## src/rtl/counter_pkg.sv

```systemverilog
// Shared types for the up/down counter: operating modes and the one-shot FSM states.
package counter_pkg;

    typedef enum logic [1:0] {
        WRAP     = 2'b00,
        SATURATE = 2'b01,
        ONESHOT  = 2'b10,
        RSVD     = 2'b11
    } mode_e;

    typedef enum logic [1:0] {
        IDLE = 2'b00,
        RUN  = 2'b01,
        DONE = 2'b10
    } oneshot_state_e;

endpackage

```

## src/rtl/tick_prescaler.sv

```systemverilog
// Divides enabled cycles by PRESCALE; tick is asserted on every PRESCALE-th enabled cycle.
module tick_prescaler #(
    parameter int PRESCALE = 1
) (
    input  logic clk,
    input  logic rst,
    input  logic enable,
    input  logic sync_clr,
    output logic tick
);

    localparam int            CW   = (PRESCALE > 1) ? $clog2(PRESCALE) : 1;
    localparam logic [CW-1:0] LAST = CW'(PRESCALE - 1);

    logic [CW-1:0] cnt_q;
    logic [CW-1:0] cnt_d;

    // Next enabled-cycle count; holds while enable is low
    always_comb begin
        cnt_d = cnt_q;
        if (sync_clr) begin
            cnt_d = '0;
        end else if (enable) begin
            if (cnt_q == LAST) begin
                cnt_d = '0;
            end else begin
                cnt_d = cnt_q + CW'(1);
            end
        end else begin
            cnt_d = cnt_q;
        end
    end

    // Enabled-cycle counter register
    always_ff @(posedge clk or posedge rst) begin
        if (rst) begin
            cnt_q <= '0;
        end else begin
            cnt_q <= cnt_d;
        end
    end

    // With PRESCALE=1 the counter stays at zero, so tick follows enable
    assign tick = enable && !sync_clr && (cnt_q == LAST);

endmodule

```

## src/rtl/updown_counter.sv

```systemverilog
// Prescaled up/down counter with wrap, saturate and one-shot modes,
// a terminal-count pulse and a sticky over/underflow flag.
module updown_counter #(
    parameter int DATA_WIDTH = 8,
    parameter int MAX_VALUE  = 2**DATA_WIDTH - 1,
    parameter int PRESCALE   = 1
) (
    input  logic                  clk,
    input  logic                  rst,
    input  logic                  enable,
    input  logic                  clear,
    input  logic                  load,
    input  logic [DATA_WIDTH-1:0] load_value,
    input  logic                  up_down,
    input  logic [1:0]            mode,
    input  logic                  start,
    output logic [DATA_WIDTH-1:0] count,
    output logic                  tc,
    output logic                  done,
    output logic                  overflow
);

    import counter_pkg::*;

    localparam logic [DATA_WIDTH-1:0] MAX_V = DATA_WIDTH'(MAX_VALUE);

    logic [DATA_WIDTH-1:0] count_q, count_d;
    logic                  tc_q, tc_d;
    logic                  ovf_q, ovf_d;
    oneshot_state_e        state_q, state_d;

    mode_e                 mode_s;
    logic                  oneshot_s;
    logic                  start_s;
    logic                  tick_s;
    logic [DATA_WIDTH-1:0] term_s;
    logic [DATA_WIDTH-1:0] init_s;
    logic [DATA_WIDTH-1:0] step_s;
    logic                  at_term_s;

    assign mode_s    = mode_e'(mode);
    assign oneshot_s = (mode_s == ONESHOT);
    assign start_s   = start && oneshot_s;
    assign term_s    = up_down ? MAX_V : '0;
    // Wrap target and one-shot start value are both the opposite end of the range
    assign init_s    = up_down ? '0 : MAX_V;
    assign step_s    = up_down ? (count_q + DATA_WIDTH'(1)) : (count_q - DATA_WIDTH'(1));
    assign at_term_s = (count_q == term_s);

    tick_prescaler #(
        .PRESCALE (PRESCALE)
    ) u_prescaler (
        .clk      (clk),
        .rst      (rst),
        .enable   (enable),
        .sync_clr (clear | load | start_s),
        .tick     (tick_s)
    );

    // Next-state: clear > load > start > tick step
    always_comb begin
        count_d = count_q;
        tc_d    = 1'b0;
        ovf_d   = ovf_q;
        if (oneshot_s) begin
            state_d = state_q;
        end else begin
            state_d = IDLE;
        end

        if (clear) begin
            count_d = '0;
            ovf_d   = 1'b0;
            state_d = IDLE;
        end else if (load) begin
            count_d = (load_value > MAX_V) ? MAX_V : load_value;
        end else if (start_s) begin
            count_d = init_s;
            state_d = RUN;
        end else if (tick_s) begin
            if (oneshot_s) begin
                if (state_q == RUN) begin
                    if (at_term_s) begin
                        state_d = DONE;
                    end else begin
                        count_d = step_s;
                        tc_d    = (step_s == term_s);
                        state_d = (step_s == term_s) ? DONE : RUN;
                    end
                end else begin
                    count_d = count_q;
                end
            end else if (!at_term_s) begin
                count_d = step_s;
                tc_d    = (step_s == term_s);
            end else if (mode_s == SATURATE) begin
                ovf_d = 1'b1;
            end else begin
                count_d = init_s;
                ovf_d   = 1'b1;
            end
        end else begin
            count_d = count_q;
        end
    end

    // State registers
    always_ff @(posedge clk or posedge rst) begin
        if (rst) begin
            count_q <= '0;
            tc_q    <= 1'b0;
            ovf_q   <= 1'b0;
            state_q <= IDLE;
        end else begin
            count_q <= count_d;
            tc_q    <= tc_d;
            ovf_q   <= ovf_d;
            state_q <= state_d;
        end
    end

    assign count    = count_q;
    assign tc       = tc_q;
    assign done     = (state_q == DONE);
    assign overflow = ovf_q;

endmodule

```

## config.mk

```make
export PLATFORM = sky130hd
export DESIGN_NAME = updown_counter
export DESIGN_NICKNAME = d
export VERILOG_FILES = /design/src/rtl/counter_pkg.sv /design/src/rtl/tick_prescaler.sv /design/src/rtl/updown_counter.sv
export SDC_FILE = /design/constraint.sdc
export NUM_CORES = 1
export LEC_CHECK = 0
export CELL_PAD_IN_SITES_DETAIL_PLACEMENT = 1
export CELL_PAD_IN_SITES_GLOBAL_PLACEMENT = 2
export CORE_ASPECT_RATIO = 1.4
export CORE_MARGIN = 8
export CORE_UTILIZATION = 31
export CTS_CLUSTER_SIZE = 25
export DETAILED_ROUTE_END_ITERATION = 12
export GPL_ROUTABILITY_DRIVEN = 0
export HOLD_SLACK_MARGIN = 0.15
export PLACE_DENSITY_LB_ADDON = 0.1
export SKIP_LAST_GASP = 1
export SYNTH_ARGS = -nofsm -noshare
export SYNTH_HDL_FRONTEND = slang
export SYNTH_SLANG_ARGS = --single-unit
export TNS_END_PERCENT = 5
```

## constraint.sdc

```tcl
create_clock -name clk -period 6.4 [get_ports clk]
set_input_delay 1.28 -clock clk [delete_from_list [all_inputs] [get_ports clk]]
set_output_delay 1.28 -clock clk [all_outputs]
set_load 0.02 [all_outputs]
```

== Yosys cells after proc, flatten, opt, wreduce, memory -nomap -nowiden ==
Index checks and enable logic that the tools add are counted.

* Order comparisons: 1
* Reductions and logical operators: 10
* Bitwise operators: 3
* Mux-type cells: 38
* Add/subtract/negate cells: 3
* Eq/ne operators: 12

{| class="wikitable"
|+ Operators by type and width
! kind !! number
|-
| $mux W8 || 13
|-
| $mux W2 || 9
|-
| $eq A8 B8 Y1 || 2
|-
| $mux W1 || 16
|-
| $ne A5 B5 Y1 const B || 2
|-
| $add A8 B1 Y8 const B || 1
|-
| $gt A8 B8 Y1 const B || 1
|-
| $sub A8 B1 Y8 const B || 1
|-
| $ne A2 B2 Y1 const B || 3
|-
| $reduce_bool A2 Y1 || 3
|-
| $ne A5 B3 Y1 const B || 1
|-
| $reduce_and A5 Y1 || 1
|-
| $eq A2 B1 Y1 const B || 2
|-
| $eq A2 B2 Y1 const B || 2
|-
| $reduce_and A4 Y1 || 1
|-
| $reduce_bool A4 Y1 || 1
|-
| $logic_and A1 B1 Y1 || 3
|-
| $or A1 B1 Y1 || 2
|-
| $add A1 B1 Y1 const B || 1
|-
| $logic_not A1 Y1 || 1
|-
| $not A1 Y1 || 1
|}

* Output and inout bits: 11
* Register bits: 13

== Depth between registers and ports, before layout ==
* Depth after elaboration: 11
* Mapped depth: 11
* Mapped depth without buffers: 8

== Modules after synthesis ==
Synthesis repeated with hierarchy kept, for this count alone.

* Cell total of the unflattened synthesis: 148
* Area, all modules: 1296.2 µm²

{| class="wikitable"
|+ By module, submodules not included
! module !! area an instance (µm²) !! cells an instance !! instances
|-
| updown_counter || 1282.5 || 147 || 1
|-
| tick_prescaler || 13.8 || 1 || 1
|}

== Worst setup path before layout ==
OpenSTA, ideal clock, no wires.

* Kind: input -> register
* From: input port up_down
* To: register state_q[0]
* Buffers on the path: 1
* Cell stages on the path: 9
* Setup slack: 2.960 ns
* Arrival time: 3.319 ns
* Setup time: 0.121 ns
* Cells stage by stage: buf_2 inv_1 fa_1 and3_1 or4_1 o32ai_1 o211a_1 o211ai_1 a22o_1

* Word-level cells in the longest chain between the ends: 10

{| class="wikitable"
|+ RTL lines
! what !! RTL line !! text
|-
| start: declaration || updown_counter.sv:14 || <nowiki>input logic up_down,</nowiki>
|-
| $mux W8, on equally long branches || updown_counter.sv:47, updown_counter.sv:44 ||
|-
| $eq A8 B8 Y1 || updown_counter.sv:88 || <nowiki>state_d = (step_s == term_s) ? DONE : RUN;</nowiki>
|-
| $mux W2 || updown_counter.sv:88 ||
|-
| $mux W2 * || updown_counter.sv:83 || <nowiki>if (at_term_s) begin</nowiki>
|-
| $mux W2 * || updown_counter.sv:82 || <nowiki>if (state_q == RUN) begin</nowiki>
|-
| $mux W2 * || updown_counter.sv:81 || <nowiki>if (oneshot_s) begin</nowiki>
|-
| $mux W2 * || updown_counter.sv:80 || <nowiki>end else if (tick_s) begin</nowiki>
|-
| $mux W2 * || updown_counter.sv:77 || <nowiki>end else if (start_s) begin</nowiki>
|-
| $mux W2 * || updown_counter.sv:75 || <nowiki>end else if (load) begin</nowiki>
|-
| $mux W2 * || updown_counter.sv:71 || <nowiki>if (clear) begin</nowiki>
|-
| named net state_d[0] || updown_counter.sv:30 || <nowiki>oneshot_state_e state_q, state_d;</nowiki>
|-
| end signal: assignment || updown_counter.sv:118 || <nowiki>state_q <= state_d;</nowiki>
|-
| end: declaration || updown_counter.sv:30 ||
|}

Mark *: on every way through the listed nets, which the timed path passes. The rest lies on a longest branch.
A chain may end at the register's enable or synchronous reset.

== Worst setup path in the final report ==
* From: input port up_down
* To: register count_q[3] (netlist: count[3])

* Word-level cells in the longest chain between the ends: 8

{| class="wikitable"
|+ RTL lines
! what !! RTL line !! text
|-
| $mux W8, on equally long branches || updown_counter.sv:44, updown_counter.sv:46, updown_counter.sv:47 ||
|-
| $eq A8 B8 Y1, or another cell as far along || updown_counter.sv:48 || <nowiki>assign at_term_s = (count_q == term_s);</nowiki>
|-
| $mux W8, on equally long branches || updown_counter.sv:93, updown_counter.sv:82 ||
|-
| $mux W8 || updown_counter.sv:81 ||
|-
| $mux W8 || updown_counter.sv:80 ||
|-
| $mux W8 || updown_counter.sv:77 ||
|-
| $mux W8 || updown_counter.sv:75 ||
|-
| $mux W8 || updown_counter.sv:71 ||
|-
| end signal: assignment || updown_counter.sv:115 || <nowiki>count_q <= count_d;</nowiki>
|-
| end: declaration || updown_counter.sv:27 || <nowiki>logic [DATA_WIDTH-1:0] count_q, count_d;</nowiki>
|}

Several ways; a longest one is shown, not always the timed one. The select of a mux whose other input is x is not followed.

==> results.txt <==
The run finished with clean final reports. The path type of the worst min-delay path is flip-flop to flip-flop. The global routing usage on met1 is 0.160. The prevailing post-synth register cell is sky130_fd_sc_hd__dfrtp_1. The half-perimeter wire length of the detailed placement result came out at 3180 um. The post-synthesis instance total is 149. In the final routed layout, each cell accounts on average for 18.1 um. The internal reg-to-reg setup slack is 3.91 ns. OpenSTA, run right after detailed placement, puts the worst setup slack at 1.92 ns. The quantity of I/O buffers inserted on ports is 27. The CTS sink count is 12. The clock tree from TritonCTS is yes.

The number of endpoints with negative hold slack in the final report is 0. The worst setup path category is input port to flip-flop. The critical path goes through clkdlybuf4s50_1 > inv_1 > ha_1 > nand4_1 > and4b_1 > o21ai_0 > a21boi_1 > buf_4 > nor2_1 > a32o_1.

The number of pins exceeding their max-slew limit in the final report was 0. The area growth from synthesis to layout is 29.4%. In this run the critical register-to-register path is captured at state_q[0]. The standard cell with the maximum stage delay on the critical path is sky130_fd_sc_hd__clkdlybuf4s50_1.

The maximum buffer depth of the clock tree came out at 2. The number of global-route vias before repair came out at 1357. The critical path contains buffers and inverters numbering 3 combined. The number of core rows is 27. The total number of cells along the worst setup path came out at 10.

The share of the Yosys chip area taken by registers is 0.249. The data required time at the worst endpoint came out at 6.54 ns. The share of cells above drive strength 1 came out at 0.0457. The CTS H-tree depth came out at 1. The clock skew came out at 0.00145 ns. The number of setup buffers added after CTS is 0. From left edge to right edge, the die measures 68.7 um. Across all hold checks on the routed design, the worst slack comes to 0.525 ns. In this run the critical register-to-register path is launched from count[0]. The remaining routing DRC violations is 0. Across all setup checks in the final design, the least slack found is 2.20 ns.

The starting density of the core is 0.315. In this run the cell area of the synthesized design comes to 0.00120 mm^2. The fraction of synthesis flops using an asynchronous set or reset pin is 1.00. The floorplan step defined a die boundary enclosing 0.00616 mm^2. The I/O pin count came out at 28.

For the finished layout, the period the worst path requires is 4.20 ns. The overall global routing resource usage is 0.139. Clock tree synthesis selected as its root buffer the cell sky130_fd_sc_hd__clkbuf_8. The part of the cycle the worst path needs is 0.657. The peak per-stage delay on the critical path came out at 0.78 ns. The maximum number of pins on one net before global-route repair came out at 20. Synthesis instantiated 49 different standard cells from the library. The number of antenna violations at the first check in global routing came to 0. For met3 alone, demand over resource in global routing was 0.0248. The antenna diode count is 0. The worst setup path is launched from an input port. For this design the ratio of total power to cell area is 203 mW/mm^2. Headroom to the max-slew limit came out at 0.514.

In the final timing run, aggregate negative setup slack is 0 ns. The detailed router placed 1213 vias in this run. The final core utilization came out at 0.408. The number of synthesized flops with an enable pin came out at 0. The global route total overflow is 0. The count of TritonRoute iterations in the first routing pass came out at 4. After synthesis the netlist holds a flip-flop and latch count of 12. In this run, CTS created clock tree buffers numbering 3. In this run the worst setup path terminates at count[3].

Synthesis produced a netlist with a net count of 173. The count of nets after finishing is 200. The overall die height came out at 89.7 um. The peak ir drop on the vdd network is 0.000154 V. The Yosys step of the flow raised 0 warnings. The met2 track demand over resource in global routing is 0.241. The post-detailed-route count of antenna-violating nets came out at 0. The most critical setup path has its startpoint at up_down.

Across the run, the number of max-cap violations was 0. The most used routing layer is met2. The setup-violating endpoint count in the final report is 0.

The number of vias per cell after detailed routing came out at 5.56. The cell leakage power is 0.647 nW. The highest attainable clock frequency is 238 MHz.

The DRC marker count from the first detailed-route iteration is 36. The clock transition at the register clock pins on the worst setup and hold paths after CTS is 0.06 ns. The wire length after detailed routing came out at 3940 um. The cell family contributing the most delay on the critical path is buffers and inverters. The first global-routing pass estimated 6670 um of wire.

The number of cells traversed by the worst register-to-register path came out at 7. The endpoint arrival time on the critical path came out at 4.34 ns. The insertion delay to the later sink of the worst-skew pair came out at 0.24 ns. The placeable core area is 0.00382 mm^2.

The quantity of gates resized following cts came out at 0. At the pin with the least slew margin, the transition time is 0.727 ns. The synthesized area divided by synthesized cell count came out at 8.08 um^2. Setup repair after global routing left no endpoint under its margin. The total power after layout came out at 0.000316 W. The post-cts hold buffer count came out at 0.

The worst setup path is captured at a flip-flop. The maximum net fanout on the critical path is 15.
[worst min path at each step]
stage / startpoint / end / slack [ns] / depth (start not counted)
final: count[2] / count[2] / 0.53 / 2
after global routing: count[3] / count[3] / 0.55 / 1
after CTS: count[2] / count[2] / 0.54 / 2
after detailed placement: count[2] / count[2] / 0.52 / 2
after global placement: count[7] / count[7] / 0.51 / 2
after floorplan: state_q[1] / state_q[1] / 0.53 / 2
[area by class of cell]
cell class,instances,area [um^2]
Timing Repair Buffer,28,278
Tap cell,43,53.8
Inverter,9,33.8
Clock buffer,4,55.1
Multi-Input combinational cell,122,837
Fill cell,473,2260
Sequential cell,12,300
[power breakdown]
| part | leakage [nW] | total, W | switching (W) | internal [W] |
|---|---|---|---|---|
| registers | 0.159 | 0.0000906 | 0.00000791 | 0.0000827 |
| logic | 0.459 | 0.000140 | 0.0000760 | 0.0000642 |
| clock network | 0.0288 | 0.0000856 | 0.0000311 | 0.0000545 |
[layout by cell type (no fill, tap or decap), types with 3 or more instances in the layout]
cell / count
sky130_fd_sc_hd__clkbuf_8: 4
sky130_fd_sc_hd__or3_1: 3
sky130_fd_sc_hd__ha_1: 6
sky130_fd_sc_hd__xor2_1: 3
sky130_fd_sc_hd__nand4_1: 3
sky130_fd_sc_hd__clkdlybuf4s50_1: 27
sky130_fd_sc_hd__nor2b_1: 6
sky130_fd_sc_hd__o211ai_1: 3
sky130_fd_sc_hd__nand2b_1: 7
sky130_fd_sc_hd__inv_1: 9
sky130_fd_sc_hd__a21oi_1: 6
sky130_fd_sc_hd__nand2_1: 11
sky130_fd_sc_hd__a211oi_1: 5
sky130_fd_sc_hd__dfrtp_1: 12
sky130_fd_sc_hd__o21ai_0: 12
sky130_fd_sc_hd__xnor2_1: 3
sky130_fd_sc_hd__nor2_1: 13
[cells in the mapped netlist (3+ instances only)]
cell,instances,area share
sky130_fd_sc_hd__a21oi_1,6,0.025
sky130_fd_sc_hd__xor2_1,3,0.022
sky130_fd_sc_hd__nand2b_1,7,0.036
sky130_fd_sc_hd__nor2_1,13,0.041
sky130_fd_sc_hd__nand2_1,11,0.034
sky130_fd_sc_hd__nor2b_1,6,0.031
sky130_fd_sc_hd__ha_1,6,0.062
sky130_fd_sc_hd__or3_1,3,0.016
sky130_fd_sc_hd__nand4_1,3,0.016
sky130_fd_sc_hd__a211oi_1,5,0.031
sky130_fd_sc_hd__xnor2_1,3,0.022
sky130_fd_sc_hd__o21ai_0,12,0.050
sky130_fd_sc_hd__clkbuf_1,3,0.0094
sky130_fd_sc_hd__dfrtp_1,12,0.25
sky130_fd_sc_hd__o211ai_1,3,0.019
sky130_fd_sc_hd__inv_1,9,0.028
[stage by stage]
step | instances | area [um^2]
final | 218 | 1560
after CTS | 218 | 1560
after detailed placement | 214 | 1500
after global placement | 214 | 1500
after floorplan | 149 | 1200
after global routing | 218 | 1560
[state kept, by name, summed over array words and instances, names as in the netlist]
register  flops
count         8
overflow      1
state_q       2
tc            1
[cell families after synthesis]
group	Yosys count	share of synthesized area
simple gates	58	0.259
mux	2	0.0166
xor+xnor	6	0.0437
compound gates	49	0.297
fa+ha+maj	7	0.0790
flops	12	0.249
buf+inv	15	0.0551
[routing by layer]
metal | routed length, um | part of all wire
met5 | 0 | 0
met4 | 74 | 0.019
met2 | 2160 | 0.55
met1 | 1600 | 0.41
met3 | 101 | 0.026
[worst reg2reg max path, cell delays in order, from the launching register on]
cell and delay, ns:
sky130_fd_sc_hd__dfrtp_1 0.49, sky130_fd_sc_hd__fa_1 0.46, sky130_fd_sc_hd__and3_1 0.25, sky130_fd_sc_hd__or4_1 0.48
sky130_fd_sc_hd__o32ai_1 0.16, sky130_fd_sc_hd__o211a_1 0.22, sky130_fd_sc_hd__o211ai_1 0.10, sky130_fd_sc_hd__a22o_1 0.22
Power figures use the tool's default switching activity.
